[config.mk]
export PLATFORM = sky130hd
export DESIGN_NAME = seven_seg_reader
export DESIGN_NICKNAME = d
export VERILOG_FILES = /design/src/rtl/seven_seg_pkg.sv /design/src/rtl/seven_seg_decode.sv /design/src/rtl/seven_seg_reader.sv
export SDC_FILE = /design/constraint.sdc
export NUM_CORES = 1
export LEC_CHECK = 0
export ABC_CLOCK_PERIOD_IN_PS = 10400
export CAP_MARGIN = 15
export CORE_MARGIN = 2
export CORE_UTILIZATION = 40
export CTS_CLUSTER_DIAMETER = 50
export DETAILED_ROUTE_END_ITERATION = 10
export SLEW_MARGIN = 20
export SYNTH_ARGS = -nofsm -noshare
export SYNTH_HDL_FRONTEND = slang
export SYNTH_SLANG_ARGS = --single-unit
[constraint.sdc]
create_clock -name clk -period 10.4 [get_ports clk]
set_input_delay 3.12 -clock clk [delete_from_list [all_inputs] [get_ports clk]]
set_output_delay 3.12 -clock clk [all_outputs]
set_load 0.005 [all_outputs]
[src/rtl/seven_seg_pkg.sv]
// Shared constants for the seven-segment display bus: segment bit positions,
// digit patterns, strobe select codes and the reader FSM states.
package seven_seg_pkg;

  localparam int SEG_T  = 6;
  localparam int SEG_TR = 5;
  localparam int SEG_BR = 4;
  localparam int SEG_B  = 3;
  localparam int SEG_BL = 2;
  localparam int SEG_TL = 1;
  localparam int SEG_M  = 0;

  localparam logic [6:0] B_T  = 7'(1) << SEG_T;
  localparam logic [6:0] B_TR = 7'(1) << SEG_TR;
  localparam logic [6:0] B_BR = 7'(1) << SEG_BR;
  localparam logic [6:0] B_B  = 7'(1) << SEG_B;
  localparam logic [6:0] B_BL = 7'(1) << SEG_BL;
  localparam logic [6:0] B_TL = 7'(1) << SEG_TL;
  localparam logic [6:0] B_M  = 7'(1) << SEG_M;

  // Patterns are assembled from segment positions so they track the bus bit order.
  localparam logic [6:0] PAT_0 = B_T | B_TR | B_BR | B_B | B_BL | B_TL;
  localparam logic [6:0] PAT_1 = B_TR | B_BR;
  localparam logic [6:0] PAT_2 = B_T | B_TR | B_B | B_BL | B_M;
  localparam logic [6:0] PAT_3 = B_T | B_TR | B_BR | B_B | B_M;
  localparam logic [6:0] PAT_4 = B_TR | B_BR | B_TL | B_M;
  localparam logic [6:0] PAT_5 = B_T | B_BR | B_B | B_TL | B_M;
  localparam logic [6:0] PAT_6 = B_T | B_BR | B_B | B_BL | B_TL | B_M;
  localparam logic [6:0] PAT_7 = B_T | B_TR | B_BR;
  localparam logic [6:0] PAT_8 = B_T | B_TR | B_BR | B_B | B_BL | B_TL | B_M;
  localparam logic [6:0] PAT_9 = B_T | B_TR | B_BR | B_B | B_TL | B_M;

  localparam logic [1:0] SEL_NONE = 2'b00;
  localparam logic [1:0] SEL_ONES = 2'b01;
  localparam logic [1:0] SEL_TENS = 2'b10;
  localparam logic [1:0] SEL_BAD  = 2'b11;

  typedef enum logic [1:0] {
    ST_IDLE,
    ST_SETTLE,
    ST_HOLD
  } state_t;

endpackage

[src/rtl/seven_seg_decode.sv]
// Combinational seven-segment pattern to BCD decoder; anything outside the
// ten digit shapes (including blank) is flagged as not legal.
module seven_seg_decode
  import seven_seg_pkg::*;
(
  input  logic [6:0] seg,
  output logic       legal,
  output logic [3:0] digit
);

  always_comb begin
    legal = 1'b1;
    digit = 4'd0;
    case (seg)
      PAT_0:   digit = 4'd0;
      PAT_1:   digit = 4'd1;
      PAT_2:   digit = 4'd2;
      PAT_3:   digit = 4'd3;
      PAT_4:   digit = 4'd4;
      PAT_5:   digit = 4'd5;
      PAT_6:   digit = 4'd6;
      PAT_7:   digit = 4'd7;
      PAT_8:   digit = 4'd8;
      PAT_9:   digit = 4'd9;
      default: legal = 1'b0;
    endcase
  end

endmodule

[src/rtl/seven_seg_reader.sv]
// Receiver for the two-digit multiplexed display bus: synchronizes, waits for
// each strobe to settle, decodes both digits and publishes the pair.
module seven_seg_reader
  import seven_seg_pkg::*;
#(
  parameter int SETTLE_CYCLES = 16,
  parameter int CNT_W         = 16
) (
  input  logic       clk,
  input  logic       rst,
  input  logic [6:0] seg,
  input  logic       d1,
  input  logic       d2,
  output logic [3:0] ones,
  output logic [3:0] tens,
  output logic [6:0] value,
  output logic       value_valid,
  output logic       changed,
  output logic       seg_err,
  output logic       sel_err
);

  localparam logic [CNT_W-1:0] CNT_LAST = CNT_W'(SETTLE_CYCLES - 1);

  logic [6:0]       seg_m, seg_s;
  logic [1:0]       sel_m, sel;
  state_t           state;
  logic [1:0]       cur_sel;
  logic [CNT_W-1:0] cnt;
  logic             got_ones, got_tens;
  logic [3:0]       pend_ones, pend_tens;
  logic             sel_bad_d;

  logic       legal;
  logic [3:0] digit;
  logic       sel_legal;
  logic       pair_done;
  logic [3:0] nxt_ones, nxt_tens;
  logic [6:0] new_value;

  seven_seg_decode u_decode (
    .seg   (seg_s),
    .legal (legal),
    .digit (digit)
  );

  // The freshly sampled digit replaces its pending slot; the partner comes from the other slot.
  always_comb begin
    sel_legal = (sel == SEL_ONES) || (sel == SEL_TENS);
    nxt_ones  = (cur_sel == SEL_ONES) ? digit : pend_ones;
    nxt_tens  = (cur_sel == SEL_TENS) ? digit : pend_tens;
    pair_done = (cur_sel == SEL_ONES) ? got_tens : got_ones;
    new_value = ({3'b000, nxt_tens} << 3) + ({3'b000, nxt_tens} << 1) + {3'b000, nxt_ones};
  end

  always_ff @(posedge clk) begin
    if (rst) begin
      seg_m       <= '0;
      seg_s       <= '0;
      sel_m       <= SEL_NONE;
      sel         <= SEL_NONE;
      state       <= ST_IDLE;
      cur_sel     <= SEL_NONE;
      cnt         <= '0;
      got_ones    <= 1'b0;
      got_tens    <= 1'b0;
      pend_ones   <= 4'd0;
      pend_tens   <= 4'd0;
      sel_bad_d   <= 1'b0;
      ones        <= 4'd0;
      tens        <= 4'd0;
      value       <= 7'd0;
      value_valid <= 1'b0;
      changed     <= 1'b0;
      seg_err     <= 1'b0;
      sel_err     <= 1'b0;
    end else begin
      seg_m       <= seg;
      seg_s       <= seg_m;
      sel_m       <= {d2, d1};
      sel         <= sel_m;
      sel_bad_d   <= (sel == SEL_BAD);
      value_valid <= 1'b0;
      changed     <= 1'b0;
      seg_err     <= 1'b0;
      sel_err     <= 1'b0;

      // Both strobes high overrides everything: abort any capture in progress.
      if (sel == SEL_BAD) begin
        sel_err  <= !sel_bad_d;
        state    <= ST_IDLE;
        got_ones <= 1'b0;
        got_tens <= 1'b0;
      end else begin
        case (state)
          ST_IDLE: begin
            if (sel_legal) begin
              cur_sel <= sel;
              cnt     <= '0;
              state   <= ST_SETTLE;
            end
          end
          ST_SETTLE: begin
            if (sel == SEL_NONE) begin
              state <= ST_IDLE;
            end else if (sel != cur_sel) begin
              cur_sel <= sel;
              cnt     <= '0;
            end else if (cnt == CNT_LAST) begin
              state <= ST_HOLD;
              if (!legal) begin
                seg_err  <= 1'b1;
                got_ones <= 1'b0;
                got_tens <= 1'b0;
              end else begin
                pend_ones <= nxt_ones;
                pend_tens <= nxt_tens;
                if (pair_done) begin
                  ones        <= nxt_ones;
                  tens        <= nxt_tens;
                  value       <= new_value;
                  value_valid <= 1'b1;
                  changed     <= (new_value != value);
                  got_ones    <= 1'b0;
                  got_tens    <= 1'b0;
                end else if (cur_sel == SEL_ONES) begin
                  got_ones <= 1'b1;
                end else begin
                  got_tens <= 1'b1;
                end
              end
            end else begin
              cnt <= cnt + CNT_W'(1);
            end
          end
          ST_HOLD: begin
            if (sel != cur_sel) begin
              if (sel_legal) begin
                cur_sel <= sel;
                cnt     <= '0;
                state   <= ST_SETTLE;
              end else begin
                state <= ST_IDLE;
              end
            end
          end
          default: state <= ST_IDLE;
        endcase
      end
    end
  end

endmodule
==> results.cfg, run 1 <==
[synth]
yosysSeqAreaShare_pct = 38.8
synth_edf_count = 0
synthesis.area_sq_mm = 0.00345
syn_nets = 409
avgSynthCellArea_sq_um = 8.95
ys_ff_latch = 67
yosysWarnings = 0
ys_types = 59
async_reset_ff_share_pct = 0
ys.flop_type = dfxtp_1
synthCells = 386

[critical_path]
end_kind = flip-flop
cp_slowest_cell = clkinv_1
timing.critical_path.mode_cell = buf_4
path_cells = clkdlybuf4s50_1 -> buf_4 -> clkinv_1 -> o211ai_1 -> buf_4 -> a21oi_1
max_stage_delay_ps = 840
worst-setup-path-type = primary input to flip-flop
startpoint_type = primary input
cp_max_fo = 38
worstPathRequired_ps = 10620
arrival_ps = 5690

[cts]
cts-buffers-inserted = 9
clk_latency_ps = 340
clk_pin_slew_worst_paths_ps = 70
cts.sinks = 67
cts_root_buf = clkbuf_8
cts_buffer_depth = 2
postCtsSetupBuffers = 0
postCtsResizedCells = 0
tritoncts = done
ctsHoldBuffers = 0
htreeDepth = 3

[run_status]
outcome = completed

[global_routing]
grt_pass1_wl_microns = 12300
grt_max_degree = 39
overflow = 0
grt.total_usage_pct = 15.9
first_global_vias = 2616
antenna_found_initial = 0

[route]
firstDrtPassIters = 4
wire_per_inst_microns = 13.6
initialDrtViolationCount = 90
post-route-drc-count = 0
vias = 2735
ant_nets = 0
avgViaCountPerCell = 5.31
wirelength_microns = 7030

[sta]
relSlewSlack_pct = 35.3
setup_tns_ps = 0
tightest_slew_ps = 964
finalWorstSetupSlack_ps = 4930
fin_crit_ps = 5470
fin_skew_ps = 8.08
maxSlewViolCount = 0
setup-violations-final = 0
post-route-period-util_pct = 52.6
rsz0062_at_grt = no
fmax_mhz = 183
hold_viol = 0

[pwr]
netSwitchingPower_w = 0.000122
internal_power_w = 0.000391
p_sw_share_pct = 23.8
clkPwrFrac_pct = 41.5
p_comb_share_pct = 6.9
powerDensity_mw_per_mm2 = 129
power_frac_seq_pct = 51.7
vdd_drop_max_v = 0.0000738
p_leak_nw = 1.40

[floorplan]
ios = 30
die_y_microns = 96.9
fp-row-count = 33
initial_utilization_pct = 41.6
dieWidth_microns = 96.9
die_area_sq_mm = 0.00939
core_sq_mm = 0.00830

[place]
place_ws_ps = 4570
portBuffers = 29
dp_hpwl_microns = 5000
place_congestion = 0.808
dp.cells = 498

[finish]
finish.utilization_pct = 48.0
drive_gt1_share_pct = 6.83
antennaDiodeCount = 0
syn2layout_area_growth_pct = 15.4
fin_nets = 428
instances_no_fill = 515

[worst_hold_path]
hp-class = flip-flop to flip-flop

[run]
drv_cap = 0
==> critical path, delay by kind of cell <==
kind / cells / cell delay (ps)
AOI/OAI and AO/OA: 2 / 710
buffers and inverters: 4 / 1850
==> Yosys cell counts, drive strengths merged (3+ instances only) <==
cell / instances / area share [%]
nand4: 6 / 1.3
nand4b: 3 / 0.94
nand2: 50 / 5.4
a211o: 4 / 1.0
nor2: 13 / 1.4
o21ai: 11 / 1.6
a21oi: 31 / 4.5
o211ai: 5 / 1.1
nand2b: 3 / 0.54
o31ai: 8 / 1.7
clkbuf: 17 / 1.8
xnor2: 10 / 3.0
and2: 3 / 0.54
and4b: 3 / 0.87
a31oi: 4 / 0.72
nor2b: 24 / 4.3
or3: 8 / 1.4
inv: 13 / 1.4
ha: 10 / 3.6
nand3: 7 / 1.0
or4: 9 / 2.0
and3: 3 / 0.54
nor4: 4 / 1.3
mux2i: 21 / 6.1
and4: 4 / 1.0
dfxtp: 67 / 39
nor3: 3 / 0.43
buf: 8 / 1.4
==> logic make-up (layout without fill, tap and decap cells) <==
kind of cell | after synthesis | after routing | share of synthesized area (%)
buf+inv | 38 | 62 | 4.64
simple gates | 148 | 148 | 24.4
compound gates | 86 | 86 | 16.8
mux | 22 | 22 | 6.41
fa+ha+maj | 12 | 12 | 4.78
flops | 67 | 67 | 38.8
xor+xnor | 13 | 13 | 4.13
==> final cells by class <==
cell class / instances / area (sq um)
clock inverters: 6 / 55.1
clock buffers: 10 / 138
fillers: 817 / 4310
flip-flops and latches: 67 / 1340
inverters: 13 / 48.8
repair buffers: 33 / 320
multi-input cells: 281 / 1950
well taps: 105 / 131
==> sequential cells by signal, summed over array words and instances (netlist names), 2 cells and up <==
register / cells
cnt: 16
pend_tens: 4
value: 6
seg_m: 7
cur_sel: 2
tens: 4
seg_s: 7
pend_ones: 4
ones: 4
sel: 2
sel_m: 2
state: 2
==> cell usage in the layout (no fill, tap or decap), types with 3 or more instances in the layout <==
cell type	count
nor2_1	13
o211ai_1	5
clkbuf_8	10
a211o_1	4
o21ai_0	11
and2_1	3
clkdlybuf4s50_1	29
nand2_1	50
and4_1	4
nor2b_1	24
clkinv_2	5
nor3_1	3
and4b_1	3
xnor2_1	8
a21oi_1	31
mux2i_1	21
dfxtp_1	67
o31ai_1	8
or4_1	9
inv_1	12
a31oi_1	4
ha_1	10
or3_1	8
and3_1	3
nand4_1	5
buf_4	4
nand2b_1	3
nand3_1	7
==> layer usage <==
layer  vias up  share of wire [%]  GRT usage (%)
li1       1436                  -              -
met1      1236                 50           21.0
met2        51                 44           24.8
met3        12                4.3           3.90
met4         0                1.9           6.93
met5         -                  0              0
==> metrics by stage <==
step | total power (W) | instance area [sq um] | hold slack (ps)
floorplan | 0.000296 | 3450 | 367
global placement | 0.000305 | 3790 | 378
detailed placement | 0.000306 | 3790 | 384
CTS | 0.000518 | 3980 | 395
global route | 0.000537 | 3990 | 416
finish | 0.000513 | 3990 | 390
==> power by group through the flow <==
| stage | combinational [W] | clock, W | sequential [W] |
|---|---|---|---|
| after floorplan | 0.0000264 | 0 | 0.000269 |
| after global placement | 0.0000344 | 0 | 0.000271 |
| after detailed placement | 0.0000348 | 0 | 0.000271 |
| after CTS | 0.0000349 | 0.000219 | 0.000265 |
| after global routing | 0.0000399 | 0.000232 | 0.000266 |
| final | 0.0000351 | 0.000213 | 0.000265 |
==> path summary, 6_finish.rpt <==
check        cells past startpoint  endpoint  slack [ps]       from
min reg2reg                      1   sel_err         390  sel_bad_d
max reg2reg                     12   changed        6410   seg_s[0]
max                              6   cnt[14]        4930        rst
min                              1   sel_err         390  sel_bad_d
(Power assumes the default switching activity.)
==> run 2, diff against run 1 <==
Settings changed: ABC_CLOCK_PERIOD_IN_PS 10400 to 5300.
Clock period 10.4 ns to 5.3 ns, I/O delays scaled along.
==> run 2 against run 1 <==
Cell count up 0.19%. Via count increased by 3.2%. Count of clock-buffer cells in the layout grew 3. Worst hold slack improved by 9.3 ps. Setup slack got worse by 3600 ps. Largest cell class unchanged. Design area about the same. Register-to-register slack lost 5000 ps. Total power grew 91%. Critical path type is now flip-flop to flip-flop. Clock skew is 3.9 ps higher.
==> results.cfg, run 2 (same netlist as run 1, synthesis figures left out) <==
[pwr]
vdd_drop_max_v = 0.000119
total_power_w = 0.000978
powerDensity_mw_per_mm2 = 245
p_leak_nw = 1.41

[place]
place_ws_ps = 1450
portBuffers = 29
dpl-instance-area_sq_mm = 0.00380
dp_hpwl_microns = 5090
place_congestion = 0.896

[worst_hold_path]
hp-class = flip-flop to flip-flop

[cts]
cts_root_buf = clkbuf_8
cts_buffer_depth = 2
ctsHoldBuffers = 0
tritoncts = done
clk_pin_slew_worst_paths_ps = 70
postCtsSetupBuffers = 0
cts-buffers-inserted = 9
htreeDepth = 3
clk_latency_ps = 340
postCtsResizedCells = 0
cts.sinks = 67

[floorplan]
die_area_sq_mm = 0.00939
ios = 30
core_sq_mm = 0.00830
fp-row-count = 33
initial_utilization_pct = 41.6
dieWidth_microns = 96.9
die_y_microns = 96.9

[global_routing]
grt_pass1_wl_microns = 12400
grt.total_usage_pct = 15.9
overflow = 0
antenna_found_initial = 0
first_global_vias = 2654
grt_max_degree = 39

[sta]
hold_viol = 0
relSlewSlack_pct = 57.9
tightest_slew_ps = 630
fin_skew_ps = 12.0
fin_crit_ps = 3930
setup-violations-final = 0
post-route-period-util_pct = 74.2
fmax_mhz = 254
setup_tns_ps = 0
maxSlewViolCount = 0
finalWorstSetupSlack_ps = 1370
rsz0062_at_grt = no

[critical_path]
arrival_ps = 4120
worstPathRequired_ps = 5480
cp_max_fo = 9
startpoint_type = flip-flop
worst-setup-path-type = flip-flop to flip-flop
r2r_slack_ps = 1370
end_kind = flip-flop

[finish]
regArea_sq_mm = 0.00134
largest-register = cnt
top_regs = cnt (16), seg_m (7), seg_s (7)
final_area_sq_mm = 0.00399
final_cell_mix = dfxtp_1, nand2_1, a21oi_1
syn2layout_area_growth_pct = 15.5
final_common_cell = dfxtp_1
fin_nets = 430
largest_reg_flops = 16
drive_gt1_share_pct = 6.81
antennaDiodeCount = 0
fillCellCount = 807
multiInputGateArea_sq_mm = 0.00195

[run_status]
outcome = completed

[route]
avgViaCountPerCell = 5.47
ant_nets = 0
vias = 2823
wire_per_inst_microns = 13.9
firstDrtPassIters = 5
initialDrtViolationCount = 164
wirelength_microns = 7150
post-route-drc-count = 0

[run]
drv_cap = 0
[run 2: changes by cell type in the layout (fill, tap and decap cells not counted)]
cell	change
clkinv_2	-3
buf_4	+2
clkbuf_8	+2
bufinv_16	-1
clkbuf_1	+1
clkinv_1	-1
inv_1	+1
[run 2: worst paths after layout]
path                  start      end  cells after the start
hold / removal    sel_bad_d  sel_err                      1
setup / recovery   seg_s[0]  changed                     12
setup reg to reg   seg_s[0]  changed                     12
hold reg to reg   sel_bad_d  sel_err                      1
[run 2: cell type report]
class	instances	area share, %
multi-input combinational	281	48.9
sequential	67	33.6
timing repair buffer	35	8.41
clock buffer	13	4.24
tap	105	3.29
inverter	13	1.22
clock inverter	2	0.251
[run 2: per-stage QoR]
stage,utilization (%),hold slack [ps],std cells
finish,48.0,399,516
global route,48.0,437,516
CTS,48.0,405,515
detailed placement,45.8,382,500
global placement,45.8,378,500
floorplan,-,367,386
[run 2: layer usage]
| metal | vias to the layer above | GRT usage (%) | wire [microns] |
|---|---|---|---|
| met5 | - | 0 | 0 |
| met4 | 0 | 6.72 | 134 |
| met3 | 13 | 2.82 | 385 |
| met2 | 88 | 25.2 | 3190 |
| met1 | 1289 | 21.4 | 3440 |
| li1 | 1433 | - | - |
[run 2: critical path, cell delays in order, from the launching register on]
cell and delay (ps):
dfxtp_1 420, and4b_1 290, a32oi_1 400, and2_1 460, a21oi_1 150, ha_1 220
ha_1 210, fa_1 470, xnor2_1 200, nand3_1 110, a211o_1 270, a2111oi_0 440
a31oi_1 150
[run 2: power by group]
part | leakage, nW | switching [W] | internal [W] | total [W]
Combinational | 0.769 | 0.0000401 | 0.0000303 | 0.0000704
Clock | 0.0953 | 0.000183 | 0.000204 | 0.000388
Sequential | 0.544 | 0.00000848 | 0.000512 | 0.000520
